==> src/rtl/uart_telemetry_arbiter.sv <==
// Round-robin arbiter that packs one of three 16-bit telemetry payloads into a
// 4-byte frame (header, payload hi, payload lo, XOR checksum) for a byte-wide UART.
module uart_telemetry_arbiter #(
  parameter logic [7:0] HDR_BASE  = 8'hA0,
  parameter int         NUM_BYTES = 4
) (
  input  logic        clk,
  input  logic        reset,
  input  logic        fsm_en,
  input  logic        dtr,
  input  logic [2:0]  req,
  input  logic [15:0] data0,
  input  logic [15:0] data1,
  input  logic [15:0] data2,
  output logic [2:0]  ack,
  output logic        tx_start,
  output logic [7:0]  tx_data,
  input  logic        tx_busy,
  input  logic        uart_tx_done,
  output logic        busy,
  output logic [7:0]  frames_sent
);

  typedef enum logic [1:0] {IDLE, LOAD, SEND, WAIT} state_t;

  localparam logic [1:0] LAST_IDX = 2'(NUM_BYTES - 1);

  state_t          state;
  state_t          state_next;
  logic [1:0]      grant_id;
  logic [1:0]      last_id;
  logic [1:0]      byte_idx;
  logic [3:0][7:0] frame_q;
  logic [1:0]      rr_winner;
  logic            rr_found;
  logic            start_ok;
  logic [15:0]     sel_data;
  logic [7:0]      hdr_byte;
  int              cand;

  // Search starts just past the last served source so every requester gets a turn.
  always_comb begin
    rr_found  = 1'b0;
    rr_winner = 2'd0;
    cand      = 0;
    for (int k = 1; k <= 3; k++) begin
      cand = (int'(last_id) + k) % 3;
      if (!rr_found && req[cand]) begin
        rr_found  = 1'b1;
        rr_winner = 2'(cand);
      end
    end
  end

  assign start_ok = fsm_en && !dtr && rr_found;
  assign hdr_byte = HDR_BASE | {6'b0, grant_id};

  always_comb begin
    case (grant_id)
      2'd0:    sel_data = data0;
      2'd1:    sel_data = data1;
      default: sel_data = data2;
    endcase
  end

  always_ff @(posedge clk or negedge reset) begin
    if (!reset) state <= IDLE;
    else        state <= state_next;
  end

  always_comb begin
    state_next = state;
    case (state)
      IDLE: if (start_ok) state_next = LOAD;
      LOAD: state_next = SEND;
      SEND: if (!tx_busy) state_next = WAIT;
      WAIT: begin
        if (uart_tx_done) begin
          if (byte_idx == LAST_IDX) state_next = IDLE;
          else                      state_next = SEND;
        end
      end
      default: state_next = IDLE;
    endcase
  end

  // The payload is frozen into frame_q while ack is high, so later data changes
  // cannot corrupt a frame that is already on the wire.
  always_ff @(posedge clk or negedge reset) begin
    if (!reset) begin
      grant_id    <= 2'd0;
      last_id     <= 2'd2;
      byte_idx    <= 2'd0;
      frames_sent <= 8'h00;
      frame_q     <= '0;
    end else begin
      case (state)
        IDLE: if (start_ok) grant_id <= rr_winner;
        LOAD: begin
          frame_q[0] <= hdr_byte;
          frame_q[1] <= sel_data[15:8];
          frame_q[2] <= sel_data[7:0];
          frame_q[3] <= hdr_byte ^ sel_data[15:8] ^ sel_data[7:0];
          byte_idx   <= 2'd0;
        end
        WAIT: begin
          if (uart_tx_done) begin
            if (byte_idx == LAST_IDX) begin
              frames_sent <= frames_sent + 8'd1;
              last_id     <= grant_id;
            end else begin
              byte_idx <= byte_idx + 2'd1;
            end
          end
        end
        default: ;
      endcase
    end
  end

  always_comb begin
    ack      = 3'b000;
    tx_start = 1'b0;
    tx_data  = 8'h00;
    busy     = (state != IDLE);
    case (state)
      LOAD: ack = 3'b001 << grant_id;
      SEND: begin
        tx_start = !tx_busy;
        tx_data  = frame_q[byte_idx];
      end
      default: ;
    endcase
  end

endmodule

==> config.mk <==
export PLATFORM = sky130hd
export DESIGN_NAME = uart_telemetry_arbiter
export DESIGN_NICKNAME = d
export VERILOG_FILES = /design/src/rtl/uart_telemetry_arbiter.sv
export SDC_FILE = /design/constraint.sdc
export NUM_CORES = 1
export LEC_CHECK = 0
export BUFFER_PORTS_ARGS = -buffer_cell sky130_fd_sc_hd__buf_4
export CORE_UTILIZATION = 47
export DETAILED_ROUTE_END_ITERATION = 16
export PLACE_DENSITY = 0.77
export SETUP_SLACK_MARGIN = 0.02
export SLEW_MARGIN = 20
export SYNTH_ARGS = -nofsm -noshare
export SYNTH_HDL_FRONTEND = slang
export SYNTH_SLANG_ARGS = --single-unit
==> constraint.sdc <==
create_clock -name clk -period 1.6 [get_ports clk]
set_input_delay 0.16 -clock clk [delete_from_list [all_inputs] [get_ports clk]]
set_output_delay 0.16 -clock clk [all_outputs]
set_load 0.005 [all_outputs]
==> out/metrics.cfg, run 1 <==
[status]
status=finished, violations left
violations=negative setup slack

[die]
fp.dieH_um=76.9
die_w_um=76.9
die-area_mm2=0.00592
rows=26
io_pins=78
start_util=0.500
design.core.area_mm2=0.00527

[sta]
worst_pin_slew_ps=536
setup_ws_ps=-160
fin_worst_skew_ps=4.66
slew_viol_final=0
min_period_over_period=1.10
relSlewSlack=0.642
hold_viol=0
finalSetupViolations=11
rsz0062_at_grt=true
max_freq_ghz=0.568
period_minus_slack_ps=1760

[finish]
antenna-diode-count=0
multi_input_area_mm2=0.00163
design_area_mm2=0.00387
fin_cells=429
seq_area_mm2=0.00108
drive_above_1_share=0.496
area_delta_synth_final_pct=46.8
fillers=380
fin_nets=422

[placement]
place_area_mm2=0.00342
routabilityCongestion=0.748
port_buffers=77
hpwl_um=4100
dp.cells=412

[setup_path]
crit_path_start=byte_idx[0]
arrival_ps=1600
crit_buf_inv=1
critPathTopFamily=multiplexers
r2r_start=last_id[1]
crit_end=tx_data[7]
cp_max_fo=6
reg2reg_depth=5
endpoint_kind=output pin
required_ps=1440
cp_slowest_cell=mux4_2
r2r-end=grant_id[0]
path_cells=mux4_2 -> and3_4 -> buf_6
path_depth=3
cp-start-kind=register
critPathKind=register to output pin
rrSetupSlack_ps=-70
max_stage_delay_ps=540

[worst_hold_path]
min_from=data2[8]
hold_path.class=input port to register

[grt]
overflow=0
grt_max_degree=44
grt_pass1_wl_um=10400
grt_antenna_before_repair=0
grt_pass1_vias=2294
grt_use_total=0.220

[detailed_routing]
drtIter0Drc=102
ant_nets=0
top_layer=met4
wl_per_cell_um=15.8
wl_met2_um=3520
drc_errors=0
num_vias=2324
drt-met1-wl_um=2860
via_per_inst=5.42
firstDrtPassIters=6
route.met3.wl_um=349
routed_wl_um=6780

[yosys]
syn-num-nets=323
ys_types=47
mappedNetlistArea_mm2=0.00264
syn_area_per_cell_um2=10.1
yosys_warnings=0
ys.flop_type=dfrtp_1
ys_seq_elements=43
syn_inst=260
ys_seq_area_frac=0.408
synthArstFlopShare=1.00
synth_edf_count=0

[clocking]
cts_buffer_depth=2
tritoncts=built
clock_latency_ps=300
clkTransAtPathRegs_ps=80
numCtsBuffers=5
clock-sinks=43
cts_root_buffer=clkbuf_8
htree_num_levels=2

[power_and_ir_drop]
power_switching_share=0.380
combPwrFrac=0.628
clockPowerShare=0.110
ir_drop_mv=0.902
seqPwrFrac=0.262
p_per_area_mw_per_mm2=1930
power_switching_uw=2840
internal_power_uw=4640
p_leak_uw=0.00183

[run]
cap_violations=0

[per-stage QoR]
stage               TNS, ps  setup WS [ps]  utilization  total power, uW  hold WS, ps
floorplan             -28.6          -28.6            -             4370         -136
global route          -1800           -219        0.735             7990          195
detailed placement     -234           -105        0.649             5580          181
CTS                    -985           -144        0.707             6920          165
global placement       -112          -72.6        0.649             5500          179
finish                -1030           -160        0.735             7480          162
[worst min-delay path: cells and delay by family]
kind | cells | cell delay (ps)
AO/OA/AOI/OAI | 2 | 180
buffers and inverters | 1 | 90
[metal layers]
metal	track usage	vias up
li1	-	1123
met1	0.291	1117
met2	0.371	80
met3	0.0476	4
met4	0.0423	0
met5	0	-
[cell usage in the layout (no fill, tap or decap), types with 3 or more instances in the layout]
cell type / Yosys / routed
a22oi_2: 0 / 3
mux4_2: 4 / 4
or2_4: 1 / 3
mux2i_1: 20 / 14
mux2i_2: 0 / 5
o21ai_0: 28 / 26
nand4_1: 4 / 4
and3_4: 0 / 4
mux2_2: 20 / 16
and3_1: 3 / 3
nor3_2: 1 / 3
buf_6: 1 / 9
clkbuf_8: 1 / 5
xor2_1: 4 / 4
nand3_1: 3 / 3
a21oi_1: 5 / 4
nor2_1: 9 / 8
buf_12: 0 / 3
inv_1: 7 / 4
nand2_1: 40 / 38
buf_4: 1 / 89
mux2_4: 0 / 4
xnor2_1: 11 / 11
dfrtp_1: 42 / 40
[power by group through the flow]
stage                     Sequential (uW)  Clock (uW)  Combinational, uW
after floorplan                      1850           0               2520
after global placement               1900           0               3600
after detailed placement             1920           0               3670
after CTS                            1920         820               4180
after global routing                 2030         871               5090
final                                1960         821               4700
[final cells by class]
| type | instances | share of cell area |
|---|---|---|
| Inverter | 8 | 0.0103 |
| Multi-Input combinational cell | 196 | 0.421 |
| Clock buffer | 6 | 0.0187 |
| Clock inverter | 1 | 0.00776 |
| Sequential cell | 43 | 0.279 |
| Tap cell | 70 | 0.0226 |
| Timing Repair Buffer | 105 | 0.240 |
[cell usage after synthesis, drive strengths merged (3+ instances only)]
master | instances | share of area
dfrtp | 42 | 0.40
nand2 | 40 | 0.057
o21ai | 29 | 0.056
mux2 | 20 | 0.085
mux2i | 20 | 0.076
xnor2 | 11 | 0.037
nor2 | 9 | 0.013
inv | 8 | 0.011
and3 | 7 | 0.019
buf | 7 | 0.016
clkbuf | 6 | 0.012
ha | 6 | 0.028
a21oi | 5 | 0.0095
a2bb2oi | 4 | 0.016
mux4 | 4 | 0.034
nand4 | 4 | 0.0095
or2 | 4 | 0.010
xor2 | 4 | 0.013
a22oi | 3 | 0.0085
nand3 | 3 | 0.0057
nor2b | 3 | 0.0071
nor3 | 3 | 0.0076
[timing repair]
action	in CTS	in global routing
setup buffers	2	4
hold buffers	1	0
pin swaps	10	3
cloned	2	1
endpoints found under the setup margin	16	21
endpoints found under the hold margin	42	0
resized for setup	32	25
[how the worst min path moves through the flow]
stage / endpoint / slack [ps] / cells past startpoint
3_3_place_gp: frame_q[11] / 180 / 1
2_1_floorplan: byte_idx[0] / -140 / 0
4_1_cts: frame_q[8] / 170 / 3
6_report: frame_q[8] / 160 / 3
3_5_place_dp: frame_q[19] / 180 / 1
5_1_grt: frame_q[15] / 200 / 3
[cells by family (layout without fill, tap and decap cells)]
kind of cell             Yosys count  count (layout)  synth area share
AO/OA/AOI/OAI                     51              51             0.129
buffers and inverters             21             120            0.0398
AND/OR/NAND/NOR                   80              80             0.149
adder cells (fa/ha/maj)            6               6            0.0285
flip-flops                        43              43             0.408
XOR/XNOR                          15              15            0.0498
multiplexers                      44              44             0.195
[state kept, by name, summed over array words and instances, names as in the netlist]
register,count
last_id,2
state,2
byte_idx,2
frame_q,27
frames_sent,8
grant_id,2
No activity file was read; power rests on OpenSTA's default activity.
==> run 2, diff against run 1 <==
--- a/config.mk
+++ b/config.mk
@@ -6,9 +6,10 @@
 export NUM_CORES = 1
 export LEC_CHECK = 0
 export BUFFER_PORTS_ARGS = -buffer_cell sky130_fd_sc_hd__buf_4
-export CORE_UTILIZATION = 47
+export CORE_UTILIZATION = 50
+export CTS_CLUSTER_SIZE = 28
 export DETAILED_ROUTE_END_ITERATION = 16
-export PLACE_DENSITY = 0.77
+export PLACE_DENSITY = 0.78
 export SETUP_SLACK_MARGIN = 0.02
 export SLEW_MARGIN = 20
 export SYNTH_ARGS = -nofsm -noshare
==> constraint.sdc (replaced) <==
create_clock -name clk -period 2.15 [get_ports clk]
set_input_delay 0.215 -clock clk [delete_from_list [all_inputs] [get_ports clk]]
set_output_delay 0.215 -clock clk [all_outputs]
set_load 0.005 [all_outputs]
==> out/metrics.cfg, run 2 (same netlist as run 1, synthesis figures left out) <==
[die]
start_util=0.516  ; +0.0159
rows=26  ; unchanged
die-area_mm2=0.00557  ; -5.8%
io_pins=78  ; unchanged
design.core.area_mm2=0.00511  ; -3.1%
die_w_um=74.6  ; -3.0%
fp.dieH_um=74.6  ; -3.0%

[finish]
mostFrequentLayoutCells=buf_4 (84), dfrtp_1 (42), nand2_1 (40)
largest_register_ffs=27  ; unchanged
area_delta_synth_final_pct=29.0
antenna-diode-count=0  ; unchanged
fin_cells=411  ; -4.2%
final_common_cell=buf_4
drive_above_1_share=0.387  ; -0.109
seq_area_mm2=0.00108  ; -0.23%
fillers=409  ; +7.6%
design_area_mm2=0.00340  ; -12%
multi_input_area_mm2=0.00146  ; -11%
top_regs=frame_q (27), frames_sent (8)
final_util=0.666  ; -0.0685
fin_nets=403  ; -4.5%
regMostFlops=frame_q

[placement]
hpwl_um=4130  ; +0.71%
port_buffers=77  ; unchanged
dp.cells=402  ; -2.4%
place_area_mm2=0.00330  ; -3.5%
routabilityCongestion=0.741  ; -0.90%

[clocking]
cts_buffer_depth=2  ; unchanged
numCtsBuffers=5  ; unchanged
clock_latency_ps=290  ; about the same
cts_root_buffer=clkbuf_8
clock-sinks=43  ; unchanged
clkTransAtPathRegs_ps=80  ; about the same
post_cts_buffers=0  ; -2
htree_num_levels=2  ; unchanged
tritoncts=built

[setup_path]
path_cells=mux4_2 -> and3_2 -> buf_4
crit_buf_inv=1  ; unchanged
critPathTopFamily=flip-flops
arrival_ps=1770  ; +170 ps
cp_slowest_cell=dfrtp_1
cp_max_fo=6  ; unchanged
critPathKind=register to output pin
endpoint_kind=output pin
max_stage_delay_ps=560  ; +20 ps
required_ps=1930  ; +490 ps
cp-start-kind=register

[power_and_ir_drop]
p_per_area_mw_per_mm2=1310  ; -32%
ir_drop_mv=0.631  ; -30%
p_leak_uw=0.00165  ; -9.9%

[run]
cap_violations=0  ; unchanged

[detailed_routing]
ant_nets=0  ; unchanged
drtIter0Drc=128  ; +25%
drc_errors=0  ; unchanged
num_vias=2174  ; -6.5%
firstDrtPassIters=4  ; -2
via_per_inst=5.29  ; -2.4%
routed_wl_um=5560  ; -18%
wl_per_cell_um=13.5  ; -14%

[sta]
hold-worst-slack_ps=232  ; +69.5 ps
finalSetupViolations=0  ; -11
max_freq_ghz=0.504
slew_viol_final=0  ; unchanged
min_period_over_period=0.923
relSlewSlack=0.542  ; -0.101
fin_worst_skew_ps=7.98  ; +3.32 ps
setup_tns_ps=0  ; +1030 ps
worst_pin_slew_ps=688  ; +151 ps
hold_viol=0  ; unchanged
rsz0062_at_grt=false
period_minus_slack_ps=1980

[grt]
grt_pass1_vias=2094  ; -8.7%
grt_max_degree=52  ; +18%
grt_use_total=0.220  ; -0.000394
grt_pass1_wl_um=9240  ; -11%
grt_antenna_before_repair=0  ; unchanged
overflow=0  ; unchanged

[worst_hold_path]
hold_path.class=input port to register

[status]
status=complete, no violations

run 2: report_power, final:
| group | switching (uW) | leakage (uW) | total [uW] | internal [uW] |
|---|---|---|---|---|
| combinational | 1120 | 0.00108 | 2430 | 1310 |
| sequential | 346 | 0.000526 | 1520 | 1170 |
| clock | 264 | 0.0000482 | 523 | 259 |
| total | 1730 | 0.00165 | 4470 | 2740 |
run 2: per-stage QoR:
stage | setup slack (ps) | total power (uW)
global route | 27.8 | 4860
CTS | 134 | 4500
finish | 165 | 4470
detailed placement | 309 | 3960
floorplan | 424 | 3210
global placement | 344 | 3860
run 2: layout make-up:
type / instances / area share
Inverter: 8 / 0.00883
Sequential cell: 43 / 0.317
Clock inverter: 1 / 0.00147
Clock buffer: 7 / 0.0254
Multi-Input combinational cell: 196 / 0.428
Tap cell: 70 / 0.0257
Timing Repair Buffer: 86 / 0.194
run 2: worst min-delay path, stage by stage:
cell     delay, ps
buf_4           90
mux2i_1         60
o21ai_0        130
run 2: worst paths after layout:
kind	cells past startpoint	slack (ps)	endpoint	startpoint
max	3	170	tx_data[1]	byte_idx[0]
min	3	230	frame_q[9]	data2[9]
max reg2reg	5	310	frame_q[24]	grant_id[0]
min reg2reg	2	480	frame_q[13]	frame_q[13]
max in group asynchronous	2	1330	frame_q[13]	reset
min in group asynchronous	2	450	grant_id[1]	reset
run 2: layer usage:
metal | up-vias | track usage | part of all wire
met2 | 64 | 0.397 | 0.52
met5 | - | 0 | 0
li1 | 1078 | - | -
met4 | 0 | 0.0692 | 0.012
met1 | 1026 | 0.262 | 0.43
met3 | 6 | 0.0442 | 0.043
run 2: repair_timing:
item                      4_1_cts  5_1_grt
hold buffers                    1        0
hold endpoints to repair       42        0
resized for setup               0        0
==> run 3, diff against run 2 <==
--- a/config.mk
+++ b/config.mk
@@ -9,7 +9,7 @@
 export CORE_UTILIZATION = 50
 export CTS_CLUSTER_SIZE = 28
 export DETAILED_ROUTE_END_ITERATION = 16
-export PLACE_DENSITY = 0.78
+export PLACE_DENSITY = 0.85
 export SETUP_SLACK_MARGIN = 0.02
 export SLEW_MARGIN = 20
 export SYNTH_ARGS = -nofsm -noshare
==> out/metrics.cfg, run 3 (same netlist as run 1, synthesis figures left out) <==
[sta]
worst_pin_slew_ps=534  ; -154 ps
hold-worst-slack_ps=226  ; -5.35 ps
setup_tns_ps=0  ; unchanged
period_minus_slack_ps=1970  ; -11.8 ps
min_period_over_period=0.918  ; -0.00550
rsz0062_at_grt=false
hold_viol=0  ; unchanged
finalSetupViolations=0  ; unchanged
fin_worst_skew_ps=6.42  ; -1.57 ps
max_freq_ghz=0.507  ; +0.60%
relSlewSlack=0.644  ; +0.103
slew_viol_final=0  ; unchanged

[grt]
grt_use_total=0.230  ; +0.0103
grt_antenna_before_repair=0  ; unchanged
grt_max_degree=44  ; -15%
overflow=0  ; unchanged
grt_pass1_wl_um=9690  ; +4.9%
grt_pass1_vias=2211  ; +5.6%

[finish]
top_regs=frame_q (27), frames_sent (8)
mostFrequentLayoutCells=buf_4 (84), dfrtp_1 (41), nand2_1 (40)
fin_nets=402  ; -0.25%
antenna-diode-count=0  ; unchanged
largest_register_ffs=27  ; unchanged
design_area_mm2=0.00337  ; -0.85%
area_delta_synth_final_pct=27.9
drive_above_1_share=0.385  ; -0.00180
regMostFlops=frame_q
final_common_cell=buf_4

[die]
die-area_mm2=0.00557  ; unchanged
design.core.area_mm2=0.00511  ; unchanged
fp.dieH_um=74.6  ; unchanged
start_util=0.516  ; unchanged
rows=26  ; unchanged
die_w_um=74.6  ; unchanged
io_pins=78  ; unchanged

[clocking]
cts_buffer_depth=2  ; unchanged
cts_root_buffer=clkbuf_8
clkTransAtPathRegs_ps=80  ; about the same
numCtsBuffers=5  ; unchanged
tritoncts=built
clock_latency_ps=290  ; about the same
post_cts_buffers=0  ; unchanged
clock-sinks=43  ; unchanged
htree_num_levels=2  ; unchanged

[setup_path]
cp_slowest_cell=dfrtp_2
critPathTopFamily=flip-flops
required_ps=1930  ; about the same
path_cells=mux4_2 -> and3_2 -> buf_4
cp-start-kind=register
max_stage_delay_ps=560  ; about the same
arrival_ps=1760  ; about the same
crit_buf_inv=1  ; unchanged
endpoint_kind=output pin
cp_max_fo=14  ; +8
rrSetupSlack_ps=280  ; -30 ps
critPathKind=register to output pin

[power_and_ir_drop]
ir_drop_mv=0.714  ; +13%
p_leak_uw=0.00163  ; -1.0%
finalPower_uw=4390  ; -1.8%
p_per_area_mw_per_mm2=1300  ; -0.96%

[status]
status=complete, no violations

[detailed_routing]
drtIter0Drc=72  ; -44%
ant_nets=0  ; unchanged
firstDrtPassIters=4  ; unchanged
wl_per_cell_um=13.4  ; -0.98%
num_vias=2168  ; -0.28%
routed_wl_um=5490  ; -1.2%
via_per_inst=5.29  ; about the same
drc_errors=0  ; unchanged

[placement]
routabilityCongestion=0.851  ; +15%
place_area_mm2=0.00328  ; -0.61%
hpwl_um=4220  ; +2.1%
port_buffers=77  ; unchanged

[run]
cap_violations=0  ; unchanged

[worst_hold_path]
hold_path.class=input port to register

run 3: cell count changes in the layout (fill, tap and decap cells not counted):
| cell | before | now |
|---|---|---|
| clkbuf_1 | 1 | 2 |
| dfrtp_1 | 42 | 41 |
| dfrtp_2 | 0 | 1 |
| clkbuf_8 | 6 | 5 |
| buf_12 | 1 | 0 |
run 3: path summary, 6_finish.rpt:
check | cells after the start | end | start
max | 3 | tx_data[7] | byte_idx[0]
min | 3 | frame_q[8] | data2[8]
max reg2reg | 6 | grant_id[0] | last_id[0]
min reg2reg | 1 | frames_sent[7] | frames_sent[7]
max in group asynchronous | 2 | byte_idx[0] | reset
min in group asynchronous | 2 | frame_q[16] | reset
run 3: tightest hold or removal path, cell delays in order:
cell     delay (ps)
buf_4            90
a21oi_1          50
o21ai_0         120
run 3: report_power, final:
group          internal (uW)  switching (uW)
Sequential              1170             293
Combinational           1280            1160
Clock                    228             251
Total                   2680            1710
run 3: cell type report:
cell class,count,area [um^2]
fill,403,1730
multi-input combinational,196,1460
sequential,43,1080
timing repair buffer,85,641
tap,70,87.6
clock buffer,7,76.3
inverter,8,30.0
clock inverter,1,5.00
run 3: per-layer routing:
layer,wire length [um],vias to the layer above,track usage
met5,0,-,0
met4,72,0,0.0545
met3,239,9,0.0509
met2,2840,60,0.401
met1,2340,1028,0.293
li1,-,1071,-
run 3: per-stage QoR:
step | setup WS (ps) | util | cells
2_1_floorplan | 424 | - | 260
3_3_place_gp | 377 | 0.642 | 401
3_5_place_dp | 298 | 0.642 | 401
4_1_cts | 164 | 0.660 | 410
5_1_grt | 29.8 | 0.660 | 410
6_report | 177 | 0.660 | 410
run 3: timing repair:
action                                  in CTS  in global routing
hold endpoints to repair                    42                  0
hold buffers                                 1                  0
gates resized for setup                      1                  0
endpoints found under the setup margin       1                  0
